--- src/rtl/hazard_stall_control.sv ---
// Stall/flush controller for the 5-stage pipeline. It covers the hazards the
// forwarding unit cannot resolve: load-use (FD/PC hold plus a DX bubble),
// taken-branch wrong-path squash (FD and DX flushed), and multi-cycle
// mult/div sequencing via an IDLE/BUSY/DONE handshake with the multdiv unit.
module hazard_stall_control #(
  parameter int MD_TIMEOUT = 40,
  parameter int CNT_W      = 6
) (
  input  logic        clock,
  input  logic        reset,
  input  logic [31:0] fd_insn,
  input  logic [31:0] dx_insn,
  input  logic        branch_taken,
  input  logic        multdiv_rdy,
  input  logic        multdiv_exception,
  output logic        stall_pc,
  output logic        stall_fd,
  output logic        stall_dx,
  output logic        nop_dx,
  output logic        nop_xm,
  output logic        flush_fd,
  output logic        ctrl_mult,
  output logic        ctrl_div,
  output logic        md_result_sel,
  output logic        md_exception,
  output logic        md_busy,
  output logic        md_error
);

  localparam logic [4:0] OP_RTYPE = 5'b00000;
  localparam logic [4:0] OP_ADDI  = 5'b00101;
  localparam logic [4:0] OP_SW    = 5'b00111;
  localparam logic [4:0] OP_LW    = 5'b01000;
  localparam logic [4:0] OP_BNE   = 5'b00010;
  localparam logic [4:0] OP_BLT   = 5'b00110;
  localparam logic [4:0] OP_JR    = 5'b00100;
  localparam logic [4:0] ALU_MUL  = 5'b00110;
  localparam logic [4:0] ALU_DIV  = 5'b00111;

  // Last BUSY count before the multdiv unit is declared hung.
  localparam logic [CNT_W-1:0] CNT_LAST = CNT_W'(MD_TIMEOUT - 1);

  typedef enum logic [1:0] {
    IDLE = 2'd0,
    BUSY = 2'd1,
    DONE = 2'd2
  } md_state_t;

  md_state_t        state_q, state_nxt;
  logic [CNT_W-1:0] cnt_q, cnt_nxt;
  logic             exc_q, exc_nxt;
  logic             err_q, err_nxt;
  logic             md_start;

  // Instruction field decode.
  logic [4:0] fd_op, fd_rd, fd_rs, fd_rt, fd_alu;
  logic [4:0] dx_op, dx_rd, dx_alu;
  assign fd_op  = fd_insn[31:27];
  assign fd_rd  = fd_insn[26:22];
  assign fd_rs  = fd_insn[21:17];
  assign fd_rt  = fd_insn[16:12];
  assign fd_alu = fd_insn[6:2];
  assign dx_op  = dx_insn[31:27];
  assign dx_rd  = dx_insn[26:22];
  assign dx_alu = dx_insn[6:2];

  // Shamt, low bits and DX source fields play no part in hazard detection.
  logic unused_fields;
  assign unused_fields = ^{fd_insn[11:7], fd_insn[1:0], dx_insn[21:7], dx_insn[1:0]};

  logic dx_is_lw, dx_is_mul, dx_is_div;
  assign dx_is_lw  = (dx_op == OP_LW);
  assign dx_is_mul = (dx_op == OP_RTYPE) && (dx_alu == ALU_MUL);
  assign dx_is_div = (dx_op == OP_RTYPE) && (dx_alu == ALU_DIV);

  // Which FD operand slots are real register reads. sw's rd is store data and
  // is deliberately excluded: the W->M bypass supplies it after a lw.
  logic fd_uses_rs, fd_uses_rt, fd_uses_rd;
  assign fd_uses_rs = (fd_op == OP_RTYPE) || (fd_op == OP_ADDI) || (fd_op == OP_LW) ||
                      (fd_op == OP_SW) || (fd_op == OP_BNE) || (fd_op == OP_BLT);
  assign fd_uses_rt = (fd_op == OP_RTYPE) && (fd_alu[4:1] != 4'b0010);
  assign fd_uses_rd = (fd_op == OP_BNE) || (fd_op == OP_BLT) || (fd_op == OP_JR);

  // A taken branch makes the FD instruction wrong-path, so its hazard is void.
  logic lu;
  assign lu = dx_is_lw && (dx_rd != 5'd0) && !branch_taken &&
              ((fd_uses_rs && (fd_rs == dx_rd)) ||
               (fd_uses_rt && (fd_rt == dx_rd)) ||
               (fd_uses_rd && (fd_rd == dx_rd)));

  // Multdiv FSM state, BUSY counter, latched exception and sticky timeout.
  always_ff @(posedge clock) begin
    if (reset) begin
      state_q <= IDLE;
      cnt_q   <= '0;
      exc_q   <= 1'b0;
      err_q   <= 1'b0;
    end else begin
      state_q <= state_nxt;
      cnt_q   <= cnt_nxt;
      exc_q   <= exc_nxt;
      err_q   <= err_nxt;
    end
  end

  // Multdiv next-state: start from IDLE only, finish on rdy or timeout.
  always_comb begin
    state_nxt = state_q;
    cnt_nxt   = cnt_q;
    exc_nxt   = exc_q;
    err_nxt   = err_q;
    md_start  = 1'b0;
    unique case (state_q)
      IDLE: begin
        if (dx_is_mul || dx_is_div) begin
          md_start  = 1'b1;
          state_nxt = BUSY;
          cnt_nxt   = '0;
          exc_nxt   = 1'b0;
        end
      end
      BUSY: begin
        if (multdiv_rdy) begin
          state_nxt = DONE;
          exc_nxt   = multdiv_exception;
        end else if (cnt_q == CNT_LAST) begin
          state_nxt = DONE;
          exc_nxt   = 1'b1;
          err_nxt   = 1'b1;
        end else begin
          cnt_nxt = cnt_q + 1'b1;
        end
      end
      DONE: state_nxt = IDLE;
      default: state_nxt = IDLE;
    endcase
  end

  // Output merge: OR of load-use, flush and FSM terms; DX bubble is dropped
  // while DX is being held.
  always_comb begin
    stall_pc      = 1'b0;
    stall_fd      = 1'b0;
    stall_dx      = 1'b0;
    nop_dx        = 1'b0;
    nop_xm        = 1'b0;
    flush_fd      = 1'b0;
    ctrl_mult     = 1'b0;
    ctrl_div      = 1'b0;
    md_result_sel = 1'b0;
    md_exception  = 1'b0;
    md_busy       = 1'b0;
    md_error      = err_q;
    if (state_q == BUSY) begin
      stall_pc = 1'b1;
      stall_fd = 1'b1;
      stall_dx = 1'b1;
      nop_xm   = 1'b1;
      md_busy  = 1'b1;
    end
    if (state_q == DONE) begin
      md_result_sel = 1'b1;
      md_exception  = exc_q;
    end
    if (lu) begin
      stall_pc = 1'b1;
      stall_fd = 1'b1;
    end
    flush_fd  = branch_taken;
    nop_dx    = (lu || branch_taken) && !stall_dx;
    ctrl_mult = md_start && dx_is_mul && !reset;
    ctrl_div  = md_start && dx_is_div && !reset;
  end

endmodule

--- config.mk ---
export PLATFORM = sky130hd
export DESIGN_NAME = hazard_stall_control
export DESIGN_NICKNAME = d
export VERILOG_FILES = /design/src/rtl/hazard_stall_control.sv
export SDC_FILE = /design/constraint.sdc
export NUM_CORES = 1
export LEC_CHECK = 0
export ABC_AREA = 1
export CORE_ASPECT_RATIO = 0.9
export CORE_MARGIN = 5
export CORE_UTILIZATION = 33
export CTS_CLUSTER_SIZE = 30
export DETAILED_ROUTE_END_ITERATION = 7
export GPL_TIMING_DRIVEN = 0
export MAX_ROUTING_LAYER = met4
export PLACE_DENSITY = 0.84
export SYNTH_ARGS = -nofsm -noshare
export SYNTH_HDL_FRONTEND = slang
export SYNTH_SLANG_ARGS = --single-unit
--- constraint.sdc ---
create_clock -name clock -period 1.45 [get_ports clock]
set_input_delay 0.29 -clock clock [delete_from_list [all_inputs] [get_ports clock]]
set_output_delay 0.29 -clock clock [all_outputs]
set_load 0.005 [all_outputs]
==> impl_metrics.py <==
metrics = {
    "outcome": {
        "status": "finished, violations left",
        "violations": "negative setup slack",
    },
    "clock_network": {
        "htree_levels": 1,
        "cts.clk_slew.worst_paths_ns": 0.06,
        "clock_path_buffers": 2,
        "cts-buffers-inserted": 3,
        "cts.sinks": 10,
        "clkLatencyLatePin_ns": 0.27,
        "cts_tree": "built",
        "cts-root-buf": "clkbuf_4",
        "postCtsHoldBufs": 0,
    },
    "yosys": {
        "synth_seq_cells": 10,
        "synth_compound_area_share_pct": 9.51,
        "async_flop_share_pct": 0,
        "synth-edff-count": 0,
        "netlist_instances": 184,
        "synth.avg_cell_area_um2": 5.43,
        "syn_nets": 254,
        "synth_top_family_by_area": "simple AND/OR/NAND/NOR gates",
        "muxShareOfSynthArea_pct": 0,
        "synth_ff_type": "dfxtp_1",
        "netlist_area_um2": 1000,
        "synth_cell_types": 25,
        "synth_xor_xnor_area_share_pct": 2.63,
        "synth_seq_area_share_pct": 20.0,
        "yosys.area_share.simple_pct": 52.3,
        "synth-adder-area-share_pct": 1.25,
        "ys_warn_count": 0,
    },
    "timing": {
        "fin_skew_ns": 0.00782,
        "min_period_over_period_pct": 107,
        "period_needed_ns": 1.55,
        "slew_viol_final": 0,
        "relSlewSlack_pct": 85.8,
        "fin_ws_ns": -0.0995,
        "hold_slack_ns": 0.311,
        "fmax_ghz": 0.645,
        "max_slew.worst_pin.slew_ns": 0.211,
        "setup_violations": 4,
        "hold_viol_final": 0,
        "rsz0062_at_grt": "yes",
    },
    "drt": {
        "drt-initial-drc-count": 48,
        "via_count": 1334,
        "dr.pass1.iters": 5,
        "vias_per_cell": 4.45,
        "wl_per_cell_um": 11.1,
        "ant_nets": 0,
        "drt-total-wl_um": 3330,
        "drc_errors": 0,
    },
    "finish": {
        "syn_to_final_growth_pct": 73.8,
        "nets": 329,
        "post-route-util_pct": 58.5,
        "antenna_cells": 0,
        "layout-drive-gt1-share_pct": 44.2,
    },
    "hold_path": {
        "min_to": "cnt_q[5]$_SDFFE_PP0P_",
        "min_from": "reset",
        "whs_path_depth": 2,
        "hp-class": "in2reg",
    },
    "grt": {
        "antenna_found_initial": 0,
        "grt_util_all_layers_pct": 15.5,
        "grt_pass1_wl_um": 5130,
        "overflow": 0,
        "first_global_vias": 1248,
        "grt_max_degree": 8,
    },
    "critical_path": {
        "crit_slowest_cell": "buf_4",
        "r2r_start": "cnt_q[1]$_SDFFE_PP0P_",
        "crit_path_frequent_cell": "nor2_1",
        "worstSetupPathType": "in2out",
        "cp_max_fo": 2,
        "rrSetupSlack_ns": 0.07,
        "end_kind": "output port",
        "slowest_delay_ns": 0.13,
        "required_ns": 1.16,
        "crit_arrival_ns": 1.26,
        "start_kind": "input port",
        "r2r_cells": 7,
        "r2r_end": "cnt_q[5]$_SDFFE_PP0P_",
        "worstPathCellList": "buf_6, inv_2, nand2_1, nor2_1, nor2_1, nand2_1, nor2_1, nor2_1, nand2_1, nand2_2, nand2_2, buf_4, buf_6",
    },
    "floorplan": {
        "initial_core_util_pct": 33.6,
        "die_y_um": 62.2,
        "fp-row-count": 19,
        "dieWidth_um": 68.0,
        "die_area_um2": 4230,
        "io_pins": 81,
        "core_um2": 2970,
    },
    "power": {
        "power_density_nw_per_um2": 437,
        "p_total_uw": 759,
        "p_leak_nw": 0.884,
        "ir_worst_vdd_uv": 417,
    },
    "place": {
        "gp_congestion": 0.897,
        "hpwlAfterDp_um": 2450,
        "portBuffers": 55,
    },
    "job": {
        "cap_violations": 0,
    },
}
[layout by cell type (no fill, tap or decap), types with 4 or more instances in the layout]
master	instances
nor2_1	31
buf_6	16
nor2_2	4
inv_1	13
clkbuf_2	6
a21oi_1	6
buf_2	23
inv_2	9
clkdlybuf4s50_1	5
buf_4	16
dlygate4sd2_1	5
nand2_1	56
o21ai_0	4
dfxtp_1	8
nand2_2	8
inv_4	5
o21ai_1	4
[layer usage]
layer | global-route usage [%] | up-vias | wire (µm)
met5 | - | - | 0
met4 | 3.97 | 0 | 59
met3 | 3.24 | 8 | 215
met2 | 26.1 | 44 | 1600
met1 | 18.3 | 568 | 1450
li1 | - | 714 | -
[registers in the layout, indices dropped and copies added, names as in the netlist]
| register | cells |
|---|---|
| exc_q | 1 |
| state_q | 2 |
| cnt_q | 6 |
| md_error | 1 |
[per-stage QoR]
step                instances  area (µm²)  TNS, ns  worst slack (ns)
detailed placement        281        1600    -5.77            -0.993
CTS                       296        1660   -0.263            -0.118
finish                    300        1740   -0.207           -0.0995
floorplan                 184        1000        0             0.149
global route              300        1740   -0.855            -0.253
global placement          281        1600    -5.43            -0.959
[power breakdown]
group / internal [mW] / leakage, nW / switching, mW / total (mW)
Clock: 0.152 / 0.0210 / 0.0942 / 0.247
Combinational: 0.127 / 0.781 / 0.112 / 0.239
Sequential: 0.273 / 0.0818 / 0.000240 / 0.273
[critical path: cells and delay by family]
family	cells	cell delay [ns]
buf+inv	4	0.36
simple gates	9	0.61
[timing repair]
action	in CTS	in global routing
endpoints found under the setup margin	11	14
setup buffers	11	4
pin swaps	59	28
resized for setup	201	36
[final cells by class]
| class | instances | area (µm²) |
|---|---|---|
| plain buffers | 4 | 30.0 |
| clock buffers | 4 | 36.3 |
| fillers | 291 | 1230 |
| inverters | 29 | 131 |
| multi-input cells | 141 | 733 |
| flip-flops and latches | 10 | 205 |
| well taps | 42 | 52.6 |
| repair buffers | 70 | 549 |
[cells by family (layout without fill, tap and decap cells)]
group                      Yosys count  in the layout
buffers and inverters               33            107
DFF                                 10             10
AOI/OAI and AO/OA                   18             18
and+or+nand+nor                    119            119
adders and majority gates            1              1
xor gates and xnor gates             3              3
[how the worst max path moves through the flow]
stage | slack, ns | from | endpoint
5_1_grt | -0.25 | fd_insn[3] | stall_pc
4_1_cts | -0.12 | fd_insn[6] | stall_pc
3_3_place_gp | -0.96 | dx_insn[26] | stall_pc
2_1_floorplan | 0.15 | dx_insn[23] | stall_pc
3_5_place_dp | -0.99 | dx_insn[24] | stall_pc
6_report | -0.1 | fd_insn[3] | stall_pc
[synth_stat cells, types with 2 or more instances]
cell | number | area [µm²]
inv_2 | 4 | 15.0
inv_1 | 23 | 86.3
nor3_2 | 2 | 20.0
xnor2_1 | 2 | 17.5
a21oi_1 | 8 | 40.0
nor2_1 | 36 | 135
nand2_4 | 2 | 22.5
nand3_2 | 2 | 20.0
nor3_1 | 3 | 15.0
buf_4 | 4 | 30.0
nor2_2 | 2 | 12.5
dfxtp_1 | 10 | 200
o21ai_0 | 8 | 40.0
nand3_1 | 3 | 15.0
nand4_1 | 2 | 12.5
nor3b_1 | 2 | 15.0
nand2_1 | 63 | 236
Power figures use the tool's default switching activity.
==> variant (same settings) <==
Change the parameter `CNT_W` from 6 to 3.
--- a/src/rtl/hazard_stall_control.sv
+++ b/src/rtl/hazard_stall_control.sv
@@ -6,3 +6,3 @@
   parameter int MD_TIMEOUT = 40,
-  parameter int CNT_W      = 6
+  parameter int CNT_W      = 3
 ) (
Function: changed (a bounded check fails within 10 cycles, from zero or initial values and one cycle with reset high).
==> variant against the original RTL <==
The run still ends with negative setup slack left. Via count down 22%. Sequential cell count is 3 lower. Setup slack got worse by 40 ps. Fmax is 2.5% lower. Global-route usage up 1.9 points. Final area down 14%. Power fell by 22%. Hold slack lost 7.2 ps. Area after synthesis fell by 23%. Synthesized cell count fell by 34%. Wire length fell by 11%. Core utilization increased by 9.1 points. Largest cell class unchanged.
==> variant: results (changes against the original RTL) <==
Run status - finished with violations (unchanged)
Violations in the final reports - negative setup slack (unchanged)
Global routing usage on met1 - 17.58% (was 18.32%)
Max Clock Skew - 3.102 ps (was 7.816 ps)
Least-Margin Pin Slew - 299.6 ps (was 211.2 ps)
Compound-gate portion of the synthesized area - 7.492% (was 9.512%)
Layout cells sized above 1 - 48.72% (was 44.19%)
Met3 routed wirelength - 234 µm (was 215 µm)
Worst setup startpoint - dx_insn[27] (was fd_insn[3])
Drt first-iter violations - 34 (was 48)
Worst r2r src - cnt_q[0] (was cnt_q[1])
Registers with the highest flip-flop counts - cnt_q (3), state_q (2) (was cnt_q (6), state_q (2))
Met2 track demand over resource - 32.52% (was 26.11%)
Met2 wirelength from detailed routing - 1.590 mm (was 1.602 mm)
HPWL reported at the end of detailed placement - 2.144 mm (was 2.447 mm)
Via total after detailed routing - 1047 (was 1334)
Peak per-stage delay on the critical path - 320 ps (was 130 ps)
Area share of xor/xnor cells in the synthesized design - 12.54% (was 2.628%)
Fin worst setup slack - -139.2 ps (was -99.46 ps)
Wirelength per Cell - 13.39 µm (was 11.10 µm)
Setup TNS - -394.3 ps (was -206.7 ps)
Weighted congestion reported at the end of routability-driven placement - 0.8463 (was 0.8965)
Path depth of the worst reg2reg path - 8 (was 7)
Global-route wire length before repair - 4.471 mm (was 5.133 mm)
Clock latency on the worst-skew pair - 250 ps (was 270 ps)
Number of search-and-repair iterations in the first detailed-routing pass - 4 (was 5)
Aggregate global-route resource usage - 17.41% (was 15.48%)
Final setup violating endpoints - 5 (was 4)
Minimum setup slack after placement - -974.8 ps (was -992.7 ps)
Post-layout net count - 267 (was 329)
-- variant: changes by cell type in the layout (fill, tap and decap cells not counted), sizes merged, moves of 7 or more --
cell           unedited run  this run
nand2                    66        32
nor2                     38        18
buf                      57        44
clkdlybuf4s15             1        11
inv                      28        19
xnor2                     2        10
a21oi                     9         2
-- variant: layout make-up --
type	instances	area [µm²]
Buffer	4	33.78
Clock buffer	4	26.28
Fill cell	184	713.2
Inverter	19	71.32
Multi-Input combinational cell	91	615.6
Sequential cell	7	145.1
Tap cell	27	33.78
Timing Repair Buffer	70	563.0
-- variant: what timing repair did --
action / in CTS / in global routing
gates resized for setup: 154 / 42
buffers inserted: 15 / 6
hold buffers: 0 / 0
pin swaps: 47 / 31
setup endpoints to repair: 12 / 14
-- variant: path summary, 6_finish.rpt --
| check | end |
|---|---|
| min reg2reg | cnt_q[2] |
| min | state_q[1] |
| max | stall_pc |
| max reg2reg | cnt_q[2] |
-- variant: where the power goes --
group          internal (mW)  switching, mW
sequential             0.191       0.000161
clock                  0.105         0.0746
combinational          0.127         0.0969
-- variant: metrics by stage --
| step | utilization (%) | cells | power, mW | area (µm²) |
|---|---|---|---|---|
| 2_1_floorplan | - | 121 | 0.2733 | 768.2 |
| 3_3_place_gp | 61.42 | 203 | 0.4226 | 1353 |
| 3_5_place_dp | 61.42 | 203 | 0.4278 | 1353 |
| 4_1_cts | 64.15 | 217 | 0.5875 | 1413 |
| 5_1_grt | 67.61 | 222 | 0.6376 | 1489 |
| 6_report | 67.61 | 222 | 0.5946 | 1489 |
-- variant: cell families (layout without fill, tap and decap cells) --
| kind of cell | after synthesis | count (layout) |
|---|---|---|
| xor+xnor | 11 | 11 |
| flops | 7 | 7 |
| buf+inv | 23 | 97 |
| compound gates | 9 | 9 |
| fa+ha+maj | 2 | 2 |
| simple gates | 69 | 69 |
